<file path="config.mk">
export PLATFORM = sky130hd
export DESIGN_NAME = draw_scheduler
export DESIGN_NICKNAME = d
export VERILOG_FILES = /design/src/rtl/draw_scheduler.sv
export SDC_FILE = /design/constraint.sdc
export NUM_CORES = 1
export LEC_CHECK = 0
export ABC_AREA = 1
export CORE_MARGIN = 2
export CORE_UTILIZATION = 25
export CTS_CLUSTER_DIAMETER = 40
export DETAILED_ROUTE_END_ITERATION = 16
export SLEW_MARGIN = 20
export SYNTH_ARGS = -nofsm -noshare
export SYNTH_HDL_FRONTEND = slang
export SYNTH_SLANG_ARGS = --single-unit
</file>
<file path="constraint.sdc">
create_clock -name clk -period 4.6 [get_ports clk]
set_input_delay 1.15 -clock clk [delete_from_list [all_inputs] [get_ports clk]]
set_output_delay 1.15 -clock clk [all_outputs]
set_load 0.1 [all_outputs]
</file>
<file path="src/rtl/draw_scheduler.sv">
// Round-robin arbiter sharing one VGA adapter write port between four drawing units.
// Grants one unit at a time via a plot/done handshake, with a watchdog abort on missing done.
module draw_scheduler #(
  parameter int unsigned TIMEOUT = 200000
) (
  input  logic        clk,
  input  logic        resetn,
  input  logic [3:0]  req,
  input  logic [3:0]  unit_done,
  input  logic [35:0] unit_x,
  input  logic [31:0] unit_y,
  input  logic [11:0] unit_colour,
  input  logic [3:0]  unit_we,
  output logic [3:0]  plot,
  output logic [3:0]  grant,
  output logic [8:0]  vga_x,
  output logic [7:0]  vga_y,
  output logic [2:0]  vga_colour,
  output logic        vga_we,
  output logic        busy,
  output logic        timeout_err
);

  typedef enum logic [1:0] {S_IDLE, S_PLOT, S_BUSY, S_GAP} state_t;

  localparam logic [17:0] WD_LAST = 18'(TIMEOUT - 1);

  state_t      state_q;
  logic [3:0]  grant_q;
  logic [3:0]  plot_q;
  logic [1:0]  last_q;
  logic [1:0]  gidx_q;
  logic [17:0] wd_cnt_q;
  logic        terr_q;

  logic        pick_found_d;
  logic [1:0]  pick_idx_d;
  logic [1:0]  cand;

  // Search starts just after the last owner, so a unit holding req high waits its turn.
  always_comb begin
    pick_found_d = 1'b0;
    pick_idx_d   = '0;
    cand         = '0;
    for (int unsigned k = 1; k <= 4; k++) begin
      cand = last_q + 2'(k);
      if (!pick_found_d && req[cand]) begin
        pick_found_d = 1'b1;
        pick_idx_d   = cand;
      end
    end
  end

  always_ff @(posedge clk) begin
    if (!resetn) begin
      state_q  <= S_IDLE;
      grant_q  <= '0;
      plot_q   <= '0;
      last_q   <= 2'd3;
      gidx_q   <= '0;
      wd_cnt_q <= '0;
      terr_q   <= 1'b0;
    end else begin
      plot_q <= '0;
      terr_q <= 1'b0;
      case (state_q)
        S_IDLE: begin
          if (pick_found_d) begin
            gidx_q  <= pick_idx_d;
            grant_q <= 4'b0001 << pick_idx_d;
            plot_q  <= 4'b0001 << pick_idx_d;
            state_q <= S_PLOT;
          end
        end
        S_PLOT: begin
          wd_cnt_q <= '0;
          state_q  <= S_BUSY;
        end
        S_BUSY: begin
          // Done wins over a simultaneous watchdog expiry.
          if (unit_done[gidx_q]) begin
            grant_q <= '0;
            state_q <= S_GAP;
          end else if (wd_cnt_q == WD_LAST) begin
            grant_q <= '0;
            terr_q  <= 1'b1;
            state_q <= S_GAP;
          end else begin
            wd_cnt_q <= wd_cnt_q + 18'd1;
          end
        end
        S_GAP: begin
          last_q  <= gidx_q;
          state_q <= S_IDLE;
        end
        default: state_q <= S_IDLE;
      endcase
    end
  end

  // grant_q is one-hot or zero, so an OR of masked fields is a clean mux.
  always_comb begin
    vga_x      = '0;
    vga_y      = '0;
    vga_colour = '0;
    vga_we     = 1'b0;
    for (int unsigned i = 0; i < 4; i++) begin
      if (grant_q[i]) begin
        vga_x      = vga_x      | unit_x[9*i +: 9];
        vga_y      = vga_y      | unit_y[8*i +: 8];
        vga_colour = vga_colour | unit_colour[3*i +: 3];
        vga_we     = vga_we     | unit_we[i];
      end
    end
  end

  assign plot        = plot_q;
  assign grant       = grant_q;
  assign busy        = (state_q != S_IDLE);
  assign timeout_err = terr_q;

endmodule

</file>
==> results of run 1 <==
==> cells in the final DEF (no fill, tap or decap), types with 2 or more instances in the layout <==
cell type and instances:
sky130_fd_sc_hd__nand2_1 168, sky130_fd_sc_hd__clkdlybuf4s50_1 103, sky130_fd_sc_hd__inv_1 33, sky130_fd_sc_hd__dfxtp_1 33, sky130_fd_sc_hd__nand4_1 32, sky130_fd_sc_hd__nor2_1 30, sky130_fd_sc_hd__buf_4 25, sky130_fd_sc_hd__a21oi_1 21
sky130_fd_sc_hd__nand3_1 19, sky130_fd_sc_hd__nand2_2 12, sky130_fd_sc_hd__o21ai_0 10, sky130_fd_sc_hd__nor3_1 8, sky130_fd_sc_hd__inv_2 5, sky130_fd_sc_hd__nand2_4 5, sky130_fd_sc_hd__ha_1 5, sky130_fd_sc_hd__clkbuf_8 5
sky130_fd_sc_hd__nor2_2 4, sky130_fd_sc_hd__nand3b_1 2, sky130_fd_sc_hd__o21bai_1 2, sky130_fd_sc_hd__xor2_1 2
==> path summary, 6_finish.rpt <==
kind              depth (start not counted)           end   startpoint
setup / recovery                          4          busy   state_q[0]
hold / removal                            2   wd_cnt_q[3]  wd_cnt_q[3]
setup reg to reg                         12  wd_cnt_q[12]   state_q[0]
hold reg to reg                           2   wd_cnt_q[3]  wd_cnt_q[3]
==> routing by layer <==
layer  global-route usage  wire (um)  up-vias
met3               0.0194        280       17
met5                    0          0        -
met2                0.263       4230       68
met1                0.195       3630     1372
met4               0.0541        181        0
li1                     -          -     1592
==> registers in the layout (all words and copies together), names as in the netlist <==
register,flops
timeout_err,1
wd_cnt_q,18
state_q,2
gidx_q,2
last_q,2
plot,4
grant,4
==> cells by family (layout without fill, tap and decap cells) <==
family,after synthesis,count (layout),synth area share
fa+ha+maj,5,5,0.0250
compound gates,37,37,0.0844
buf+inv,51,175,0.0879
flops,33,33,0.264
simple gates,286,286,0.528
xor+xnor,3,3,0.0105
==> layout make-up <==
class	instances	share of cell area
clock buffer	5	0.0175
clock inverter	3	0.0118
inverter	39	0.0378
multi-input combinational	331	0.413
sequential	33	0.168
tap	133	0.0423
timing repair buffer	128	0.310
==> worst min-delay path, stage by stage (launching register included) <==
cell and delay [ns]:
sky130_fd_sc_hd__dfxtp_1 0.31, sky130_fd_sc_hd__inv_1 0.08, sky130_fd_sc_hd__a21oi_1 0.06
==> power by group <==
group	total (mW)	internal (mW)	switching, mW	leakage [nW]
clock	0.281	0.162	0.119	0.0543
sequential	0.368	0.327	0.0402	0.268
combinational	1.78	0.407	1.38	1.31
==> synth_stat cells, drive strengths merged <==
cell,n,share of area
nor3b,2,0.0080
o211ai,1,0.0050
o21ai,10,0.020
a21oi,22,0.045
nand3,21,0.049
nor2,35,0.063
o21bai,2,0.0060
nand4,32,0.080
ha,5,0.025
nand3b,2,0.0060
a211oi,2,0.0080
xnor2,1,0.0035
buf,3,0.015
inv,39,0.059
nand2,185,0.30
clkbuf,9,0.013
nor4,1,0.0025
nor3,8,0.016
dfxtp,33,0.26
xor2,2,0.0070
==> metrics by stage <==
step                hold WS, ns  worst slack (ns)
finish                    0.492              1.19
global route              0.540              1.12
CTS                       0.496              1.18
detailed placement        0.481              1.36
global placement          0.474              1.35
floorplan                 0.455              1.28
==> impl_results.rst, run 1 <==
.. list-table::
   :header-rows: 1

   * - Metric
     - Value
   * - Result of the run
     - complete, no violations
   * - Buffering stage count on the worst path with inverters included
     - 3
   * - Final instance count without filler cells
     - around 670
   * - Critical path start-end classification
     - reg -> out
   * - Multi-input gate area
     - 1620 um2
   * - Antenna viol nets, final
     - 0
   * - Weighted congestion reported at the end of routability-driven placement
     - 0.906
   * - Final Instance Area
     - 3930 um2
   * - Post-DP HPWL
     - 6600 um
   * - Clock tree from TritonCTS
     - yes
   * - Ys Warns
     - 0
   * - Largest delay contributor family on the critical path
     - buffers and inverters
   * - Flop2flop setup slack
     - 2.47 ns
   * - Number of antenna cells inserted
     - 0
   * - Starting utilization of the core area
     - 0.257
   * - Count of pins over their slew limit
     - 0
   * - Number of storage elements in the synthesis netlist
     - 33
   * - Type of element capturing the critical path
     - output port
   * - Critical path cell sequence
     - inv_1 > ha_1 > inv_1 > clkdlybuf4s50_1
   * - Core Rows
     - 36
   * - Fin crit share
     - 0.742
   * - Library cell appearing most often on the critical path
     - sky130_fd_sc_hd__inv_1
   * - Path type of the worst min-delay path
     - reg -> reg
   * - Number of failing hold endpoints at the final stage
     - 0
   * - Fraction of the core area covered by cells at the end of the flow
     - 0.404
   * - Number of distinct standard cells referenced by the synthesized netlist
     - 32
   * - Crit-path slowest cell
     - sky130_fd_sc_hd__clkdlybuf4s50_1
   * - Global-route wire length before repair
     - 13,700 um
   * - Final min period
     - 3.41 ns
   * - DIE AREA
     - 10,800 um2
   * - # Max-Cap Violations
     - 0
   * - Final layout net count
     - 637
   * - FILL cells
     - around 1,100
   * - Clk Latency, worst-skew pair
     - 0.29 ns
   * - Crit Path Max Fanout
     - 5
   * - Required time worst endpoint
     - 3.45 ns
   * - Buffers on Ports
     - 124
   * - Vias in the first global route
     - roughly 2,900
   * - Number of setup buffers added after CTS
     - 0
   * - Overflow left after global routing
     - 0
   * - Number of buffers inserted for hold repair after clock tree synthesis
     - 0
   * - Number of antenna violations at the first check in global routing
     - 0
   * - Sequential Area
     - 661 um2
   * - Die Wd
     - 104 um
   * - Gates resized, CTS repair
     - 0
   * - Data arrival time of the worst path
     - about 2.3 ns
   * - Die Y-Extent
     - 104 um
   * - Post-synth net total
     - 514
   * - Overall power after layout
     - 2.43 mW
   * - Max Clk Rate
     - 293 MHz
   * - Total Routing Usage GR
     - 0.152
   * - Cells after DPL
     - approximately 660
   * - Leakage
     - 1.63 nW
   * - Category of the worst setup path launch point
     - flop
   * - Maximum number of buffers from clock root to sink
     - 2
   * - Num CTS Buffers
     - 5
   * - DRC viols
     - 0
   * - Number of failing setup endpoints in the final timing report
     - 0
   * - Vias post-DR
     - 3,049
   * - Delay of the slowest cell on the worst path
     - 1.13 ns
   * - Detailed router's first-iteration violation count
     - 242
   * - Post-detailed-route via-to-cell ratio
     - between 4 and 5
   * - Worst-path clk slew
     - 0.08 ns
   * - Power density over the cells
     - 618 nW/um2
   * - Final WL
     - between 8000 and 9000 um
   * - Worst-case headroom to the max-slew limit
     - 0.331
   * - Actual slew at the worst max-slew pin
     - ~1 ns
   * - Setup repair after global routing missed its margin
     - no
   * - Detailed-route wire length per cell
     - 12.4 um
   * - TritonCTS Sinks
     - 33
   * - H-tree level count
     - 2
   * - Syn Std Cell Area
     - 2500 um2
   * - Avg Inst Size Synth
     - about 6.0 um2
   * - I/O pin total
     - roughly 130
   * - Sequential share of the synthesized area
     - 0.264
   * - Maximum clock skew at final layout
     - ~0.0049 ns
   * - Share of post-route cells with drive strength above 1
     - 0.124
   * - Placed standard-cell area
     - 3820 um2
   * - Iteration count of the initial detailed-routing pass
     - 4
   * - Worst ir drop on vdd
     - 0.503 mV
   * - Layout area overhead
     - 57.0%
   * - Final TNS setup
     - 0 ns
   * - Core area
     - ~9700 um2
   * - Number of standard cells after synthesis
     - 415
   * - Largest net degree at the start of global routing
     - 23
   * - Buffer type at the clock tree root
     - sky130_fd_sc_hd__clkbuf_8
Power figures use the tool's default switching activity.
==> inputs of run 2 (changes only) <==
==> constraint.sdc (replaced) <==
create_clock -name clk -period 3.19 [get_ports clk]
set_input_delay 0.7975 -clock clk [delete_from_list [all_inputs] [get_ports clk]]
set_output_delay 0.7975 -clock clk [all_outputs]
set_load 0.1 [all_outputs]
==> run 2 against run 1 <==
Against the previous run:
- via count fell by 1.0%
- design area up 5.1%
- wire length decreased by 0.23%
- register-to-register slack got worse by 1.4 ns
- worst hold slack better by 0.0089 ns
- largest power group unchanged
- cell count fell by 0.15%
- highest routed layer unchanged
- largest cell class unchanged
- clock skew fell by 0.0012 ns
- worst setup slack worse by 0.51 ns
==> impl_results.rst, run 2 (synthesized netlist as in run 1, its figures left out) <==
.. list-table::
   :header-rows: 1

   * - Metric
     - Value
   * - Number of buffers inserted for hold repair after clock tree synthesis
     - 0 (unchanged)
   * - Category of the worst setup path launch point
     - primary input
   * - Number of antenna cells inserted
     - 0 (unchanged)
   * - Placement-stage worst setup slack
     - 0.590 ns (-0.766 ns)
   * - Number of setup buffers added after CTS
     - 0 (unchanged)
   * - Final layout net count
     - 636 (-0.16%)
   * - Final WS setup
     - 0.674 ns (-0.514 ns)
   * - Number of antenna violations at the first check in global routing
     - 0 (unchanged)
   * - Final Instance Area
     - 4140 um2 (+5.1%)
   * - Setup repair after global routing missed its margin
     - no
   * - Largest net degree at the start of global routing
     - 24 (+4.3%)
   * - Worst-case headroom to the max-slew limit
     - 0.421 (+0.0902)
   * - Placed standard-cell area
     - 4050 um2 (+6.0%)
   * - Result of the run
     - complete, no violations
   * - Vias post-DR
     - 3,018 (-1.0%)
   * - Count of pins over their slew limit
     - 0 (unchanged)
   * - DIE AREA
     - 10,800 um2 (unchanged)
   * - Layout area overhead
     - 65.1%
   * - DRC viols
     - 0 (unchanged)
   * - Path type of the worst min-delay path
     - reg -> reg
   * - Buffer type at the clock tree root
     - sky130_fd_sc_hd__clkbuf_8
   * - Iteration count of the initial detailed-routing pass
     - 4 (unchanged)
   * - H-tree level count
     - 2 (unchanged)
   * - Gates resized, CTS repair
     - 0 (unchanged)
   * - Worst-path clk slew
     - 0.07 ns (about the same)
   * - Post-DP HPWL
     - 6730 um (+2.0%)
   * - Max Clk Rate
     - 397 MHz
   * - Final WL
     - 8300 um (-0.23%)
   * - # Max-Cap Violations
     - 0 (unchanged)
   * - Launching instance or port of the critical path
     - unit_y[31]
   * - Actual slew at the worst max-slew pin
     - 0.867 ns (-0.133 ns)
   * - Most frequent standard cell in the layout excluding fill and tap cells
     - sky130_fd_sc_hd__nand2_1
   * - I/O pin total
     - 125 (unchanged)
   * - Starting utilization of the core area
     - 0.257 (unchanged)
   * - Number of failing hold endpoints at the final stage
     - 0 (unchanged)
   * - Overflow left after global routing
     - 0 (unchanged)
   * - Data arrival time of the worst path
     - 1.72 ns (-0.54 ns)
   * - Cells after DPL
     - 663 (-0.15%)
   * - Critical path start-end classification
     - in -> out
   * - Final instance count without filler cells
     - 671 (-0.15%)
   * - Leakage
     - 1.70 nW (+4.2%)
   * - Clock tree from TritonCTS
     - yes
   * - Crit Path Max Fanout
     - 1 (-4)
   * - Startpoint of the worst hold path
     - wd_cnt_q[3]
   * - Core Rows
     - 36 (unchanged)
   * - Register bank with the most flops
     - wd_cnt_q
   * - Die Y-Extent
     - 104 um (unchanged)
   * - Detailed-route wire length per cell
     - 12.4 um (about the same)
   * - Maximum clock skew at final layout
     - 0.00367 ns (-0.00124 ns)
   * - Startpoint of the most critical register-to-register path
     - state_q[0]
   * - Maximum number of buffers from clock root to sink
     - 2 (unchanged)
   * - Max reg flops
     - 18 (unchanged)
   * - Type of element capturing the critical path
     - output port
   * - Weighted congestion reported at the end of routability-driven placement
     - 0.864 (-4.5%)
   * - Required time worst endpoint
     - 2.39 ns (-1.06 ns)
   * - Share of post-route cells with drive strength above 1
     - 0.141 (+0.0170)
   * - Number of failing setup endpoints in the final timing report
     - 0 (unchanged)
   * - Core area
     - 9730 um2 (unchanged)
   * - Post-detailed-route via-to-cell ratio
     - 4.50 (-0.87%)
   * - Top library cells by usage in the layout, fill and taps aside
     - sky130_fd_sc_hd__nand2_1, sky130_fd_sc_hd__clkdlybuf4s50_1, sky130_fd_sc_hd__inv_1, sky130_fd_sc_hd__dfxtp_1, sky130_fd_sc_hd__nand4_1
   * - Detailed router's first-iteration violation count
     - 203 (-16%)
   * - Antenna viol nets, final
     - 0 (unchanged)
   * - Fin crit share
     - 0.789
   * - Final min period
     - around 2.5 ns
   * - TritonCTS Sinks
     - 33 (unchanged)
   * - Num CTS Buffers
     - 5 (unchanged)
   * - Power density over the cells
     - 927 nW/um2 (+50%)
   * - Vias in the first global route
     - 2,983 (+2.4%)
   * - Buffers on Ports
     - 124 (unchanged)
   * - Total Routing Usage GR
     - 0.153 (+0.00106)
   * - Clk Latency, worst-skew pair
     - 0.29 ns (about the same)
   * - Final TNS setup
     - 0 ns (unchanged)
   * - Global-route wire length before repair
     - 13,900 um (+1.4%)
   * - Die Wd
     - 104 um (unchanged)
   * - Worst ir drop on vdd
     - 0.740 mV (+47%)
run 2: changes by cell type in the layout (fill, tap and decap cells not counted):
cell	delta
sky130_fd_sc_hd__buf_12	+21
sky130_fd_sc_hd__buf_4	-12
sky130_fd_sc_hd__clkinv_4	-1
sky130_fd_sc_hd__clkinv_2	+2
sky130_fd_sc_hd__clkdlybuf4s50_1	-10
sky130_fd_sc_hd__bufinv_16	-1
run 2: worst paths after layout:
check                      end  slack, ns  cells past startpoint
hold / removal     wd_cnt_q[3]       0.50                      2
setup / recovery      vga_y[7]       0.67                      4
hold reg to reg    wd_cnt_q[3]       0.50                      2
setup reg to reg  wd_cnt_q[12]       1.10                     12
run 2: report_power, final:
part / internal [mW] / switching (mW)
logic: 0.929 / 2.05
registers: 0.472 / 0.0745
clock network: 0.150 / 0.161
total: 1.55 / 2.28
run 2: layout make-up:
cell class	count	area, um2
clock inverter	3	17.5
inverter	39	149
timing repair buffer	127	1450
fill	1022	5590
tap	133	166
sequential	33	661
clock buffer	5	68.8
multi-input combinational	331	1620
run 2: critical path: stages:
cell and delay (ns):
sky130_fd_sc_hd__clkdlybuf4s50_1 0.46, sky130_fd_sc_hd__nand2_1 0.05, sky130_fd_sc_hd__nand4_1 0.21, sky130_fd_sc_hd__buf_12 0.20
run 2: routing by layer:
layer	vias to the layer above	global-route usage	share of wire
met5	-	0	0
met4	0	0.0492	0.024
met3	16	0.0188	0.035
met2	66	0.285	0.53
met1	1351	0.182	0.42
li1	1585	-	-
run 2: stage by stage:
stage | total power, mW | util | hold slack (ns)
after global placement | 3.53 | 0.416 | 0.485
after global routing | 4.02 | 0.425 | 0.537
final | 3.83 | 0.425 | 0.501
after CTS | 3.86 | 0.425 | 0.501
after floorplan | 2.53 | - | 0.455
after detailed placement | 3.54 | 0.416 | 0.489
==> inputs of run 3 (changes only) <==
==> constraint.sdc (replaced) <==
create_clock -name clk -period 2.3 [get_ports clk]
set_input_delay 0.575 -clock clk [delete_from_list [all_inputs] [get_ports clk]]
set_output_delay 0.575 -clock clk [all_outputs]
set_load 0.1 [all_outputs]
==> run 3 against run 2 <==
Against the previous run:
- wire length grew 1.0%
- total power is 43% higher
- via count up 1.2%
- sequential share of layout area grew 0.072 points
- combinational power increased by 37%
- clock power grew 65%
- sequential power up 62%
- critical path type unchanged
- critical endpoint is now vga_we
- highest routed layer unchanged
==> impl_results.rst, run 3 (synthesized netlist as in run 1, its figures left out) <==
.. list-table::
   :header-rows: 1

   * - Metric
     - Value
   * - Final layout net count
     - 639 (+0.47%)
   * - Number of buffers inserted for hold repair after clock tree synthesis
     - 0 (unchanged)
   * - Total Routing Usage GR
     - 0.154 (+0.00107)
   * - Critical path cell sequence
     - clkdlybuf4s50_1 > nand2_1 > nand4_1 > buf_12
   * - Max Clk Rate
     - 494 MHz
   * - Buffering stage count on the worst path with inverters included
     - 2 (unchanged)
   * - Final WS setup
     - 0.274 ns (-0.400 ns)
   * - Count of pins over their slew limit
     - 0 (unchanged)
   * - Met2 usage
     - 0.267 (-0.0174)
   * - Actual slew at the worst max-slew pin
     - 0.350 ns (-0.517 ns)
   * - Detailed-route wire length per cell
     - 12.4 um (+0.59%)
   * - Buffer type at the clock tree root
     - sky130_fd_sc_hd__clkbuf_8
   * - Maximum number of buffers from clock root to sink
     - 2 (unchanged)
   * - Weighted congestion reported at the end of routability-driven placement
     - 0.826 (-4.5%)
   * - Most frequent standard cell in the layout excluding fill and tap cells
     - sky130_fd_sc_hd__nand2_1
   * - Starting utilization of the core area
     - 0.257 (unchanged)
   * - Setup repair after global routing missed its margin
     - no
   * - Crit Path Max Fanout
     - 1 (unchanged)
   * - Final Instance Area
     - 4210 um2 (+1.8%)
   * - Number of antenna violations at the first check in global routing
     - 0 (unchanged)
   * - Clock tree from TritonCTS
     - yes
   * - Number of antenna cells inserted
     - 0 (unchanged)
   * - Number of failing setup endpoints in the final timing report
     - 0 (unchanged)
   * - Die Y-Extent
     - 104 um (unchanged)
   * - Max reg flops
     - 18 (unchanged)
   * - Gates resized, CTS repair
     - 0 (unchanged)
   * - Share of post-route cells with drive strength above 1
     - 0.152 (+0.0103)
   * - Largest delay contributor family on the critical path
     - buffers and inverters
   * - H-tree level count
     - 2 (unchanged)
   * - Switching component of the power
     - 3.15 mW (+38%)
   * - DIE AREA
     - 10,800 um2 (unchanged)
   * - Critical path start-end classification
     - in -> out
   * - Core area
     - 9730 um2 (unchanged)
   * - Peak-usage layer in the global routing report
     - met2
   * - TritonCTS Sinks
     - 33 (unchanged)
   * - Leakage
     - 1.73 nW (+1.9%)
   * - Final min period
     - ~2.0 ns
   * - Final WL
     - 8390 um (+1.0%)
   * - Largest net degree at the start of global routing
     - 24 (unchanged)
   * - Global-route wire length before repair
     - 13,900 um (-0.25%)
   * - Detailed router's first-iteration violation count
     - 174 (-14%)
   * - # Max-Cap Violations
     - 0 (unchanged)
   * - Met3 Use GR
     - 0.0338 (+0.0150)
   * - Post-DP HPWL
     - 6680 um (-0.78%)
   * - Sequential power share
     - 0.162 (+0.019)
   * - Type of element capturing the critical path
     - output port
   * - Iteration count of the initial detailed-routing pass
     - 4 (unchanged)
   * - Category of the worst setup path launch point
     - primary input
   * - Path type of the worst min-delay path
     - reg -> reg
   * - Overflow left after global routing
     - 0 (unchanged)
   * - Antenna viol nets, final
     - 0 (unchanged)
   * - Result of the run
     - complete, no violations
   * - Top library cells by usage in the layout, fill and taps aside
     - sky130_fd_sc_hd__nand2_1, sky130_fd_sc_hd__clkdlybuf4s50_1, sky130_fd_sc_hd__inv_1
   * - Fin crit share
     - 0.881
   * - Worst ir drop on vdd
     - 0.648 mV (-12%)
   * - I/O pin total
     - 125 (unchanged)
   * - Number of failing hold endpoints at the final stage
     - 0 (unchanged)
   * - Cell-internal power
     - 2.32 mW (+50%)
   * - Buffers on Ports
     - 124 (unchanged)
   * - Register bank with the most flops
     - wd_cnt_q
   * - Num CTS Buffers
     - 5 (unchanged)
   * - Clk Latency, worst-skew pair
     - 0.28 ns (about the same)
   * - Placement-stage worst setup slack
     - 0.0123 ns (-0.578 ns)
   * - Clock share of power
     - 0.094 (+0.013)
   * - Die Wd
     - 104 um (unchanged)
   * - Relative contribution of combinational cells to total power
     - 0.744 (-0.032)
   * - Data arrival time of the worst path
     - 1.45 ns (-0.27 ns)
   * - Post-detailed-route via-to-cell ratio
     - 4.53 (+0.74%)
   * - Switching part of the total power
     - 0.576 (-0.0195)
   * - Maximum clock skew at final layout
     - 0.00883 ns (+0.00516 ns)
   * - Power density over the cells
     - 1300 nW/um2 (+40%)
   * - Crit-path slowest cell
     - sky130_fd_sc_hd__clkdlybuf4s50_1
   * - Met1 capacity usage during global routing
     - 0.193 (+0.0111)
   * - Placed standard-cell area
     - 4100 um2 (+1.2%)
   * - Required time worst endpoint
     - 1.73 ns (-0.66 ns)
   * - Final TNS setup
     - 0 ns (unchanged)
   * - Core Rows
     - 36 (unchanged)
   * - Layout area overhead
     - 68.1%
   * - Vias post-DR
     - 3,054 (+1.2%)
   * - Fraction of the core area covered by cells at the end of the flow
     - 0.433 (+0.00772)
   * - Number of setup buffers added after CTS
     - 0 (unchanged)
   * - Worst-path clk slew
     - 0.07 ns (about the same)
   * - Worst-case headroom to the max-slew limit
     - 0.766 (+0.345)
   * - DRC viols
     - 0 (unchanged)
   * - Vias in the first global route
     - 2,885 (-3.3%)
   * - Delay of the slowest cell on the worst path
     - 0.45 ns (about the same)
## run 3: cell count changes in the layout (fill, tap and decap cells not counted), moves of 2 or more
cell                       before  now
sky130_fd_sc_hd__buf_4         13   15
sky130_fd_sc_hd__dfxtp_1       33   29
sky130_fd_sc_hd__clkinv_2       2    0
sky130_fd_sc_hd__dfxtp_4        0    4
## run 3: path summary, 6_finish.rpt
kind,to,slack (ns),depth (start not counted),startpoint
max,vga_we,0.27,4,unit_we[0]
min,wd_cnt_q[3],0.49,2,wd_cnt_q[3]
max reg2reg,wd_cnt_q[9],0.32,11,state_q[0]
min reg2reg,wd_cnt_q[3],0.49,2,wd_cnt_q[3]
## run 3: power groups by stage
stage	Clock, mW	Sequential (mW)	Combinational [mW]
after floorplan	0	1.01	2.52
after global placement	0	0.900	4.06
after detailed placement	0	0.901	4.09
after CTS	0.531	0.894	4.10
after global routing	0.558	0.914	4.26
final	0.513	0.885	4.07
## run 3: final cells by class
class	count	area [um2]
Fill cell	1039	5520
Multi-Input combinational cell	331	1620
Timing Repair Buffer	130	1480
Sequential cell	33	676
Tap cell	133	166
Inverter	39	149
Clock buffer	8	111
## run 3: worst min-delay path, cell delays in order (launching register included)
cell and delay (ns):
sky130_fd_sc_hd__dfxtp_1 0.31, sky130_fd_sc_hd__inv_1 0.07, sky130_fd_sc_hd__a21oi_1 0.06
## run 3: routing by layer
metal  up-vias  part of all wire
li1       1597                 -
met1      1371              0.44
met2        77              0.49
met3         9             0.051
met4         0             0.013
met5         -                 0
## run 3: through the flow
step           total power [mW]  instances  hold WS [ns]
6_report                   5.47        674         0.489
3_3_place_gp               4.96        666         0.481
5_1_grt                    5.73        674         0.527
3_5_place_dp               4.99        666         0.479
2_1_floorplan              3.53        415         0.455
4_1_cts                    5.52        674         0.494
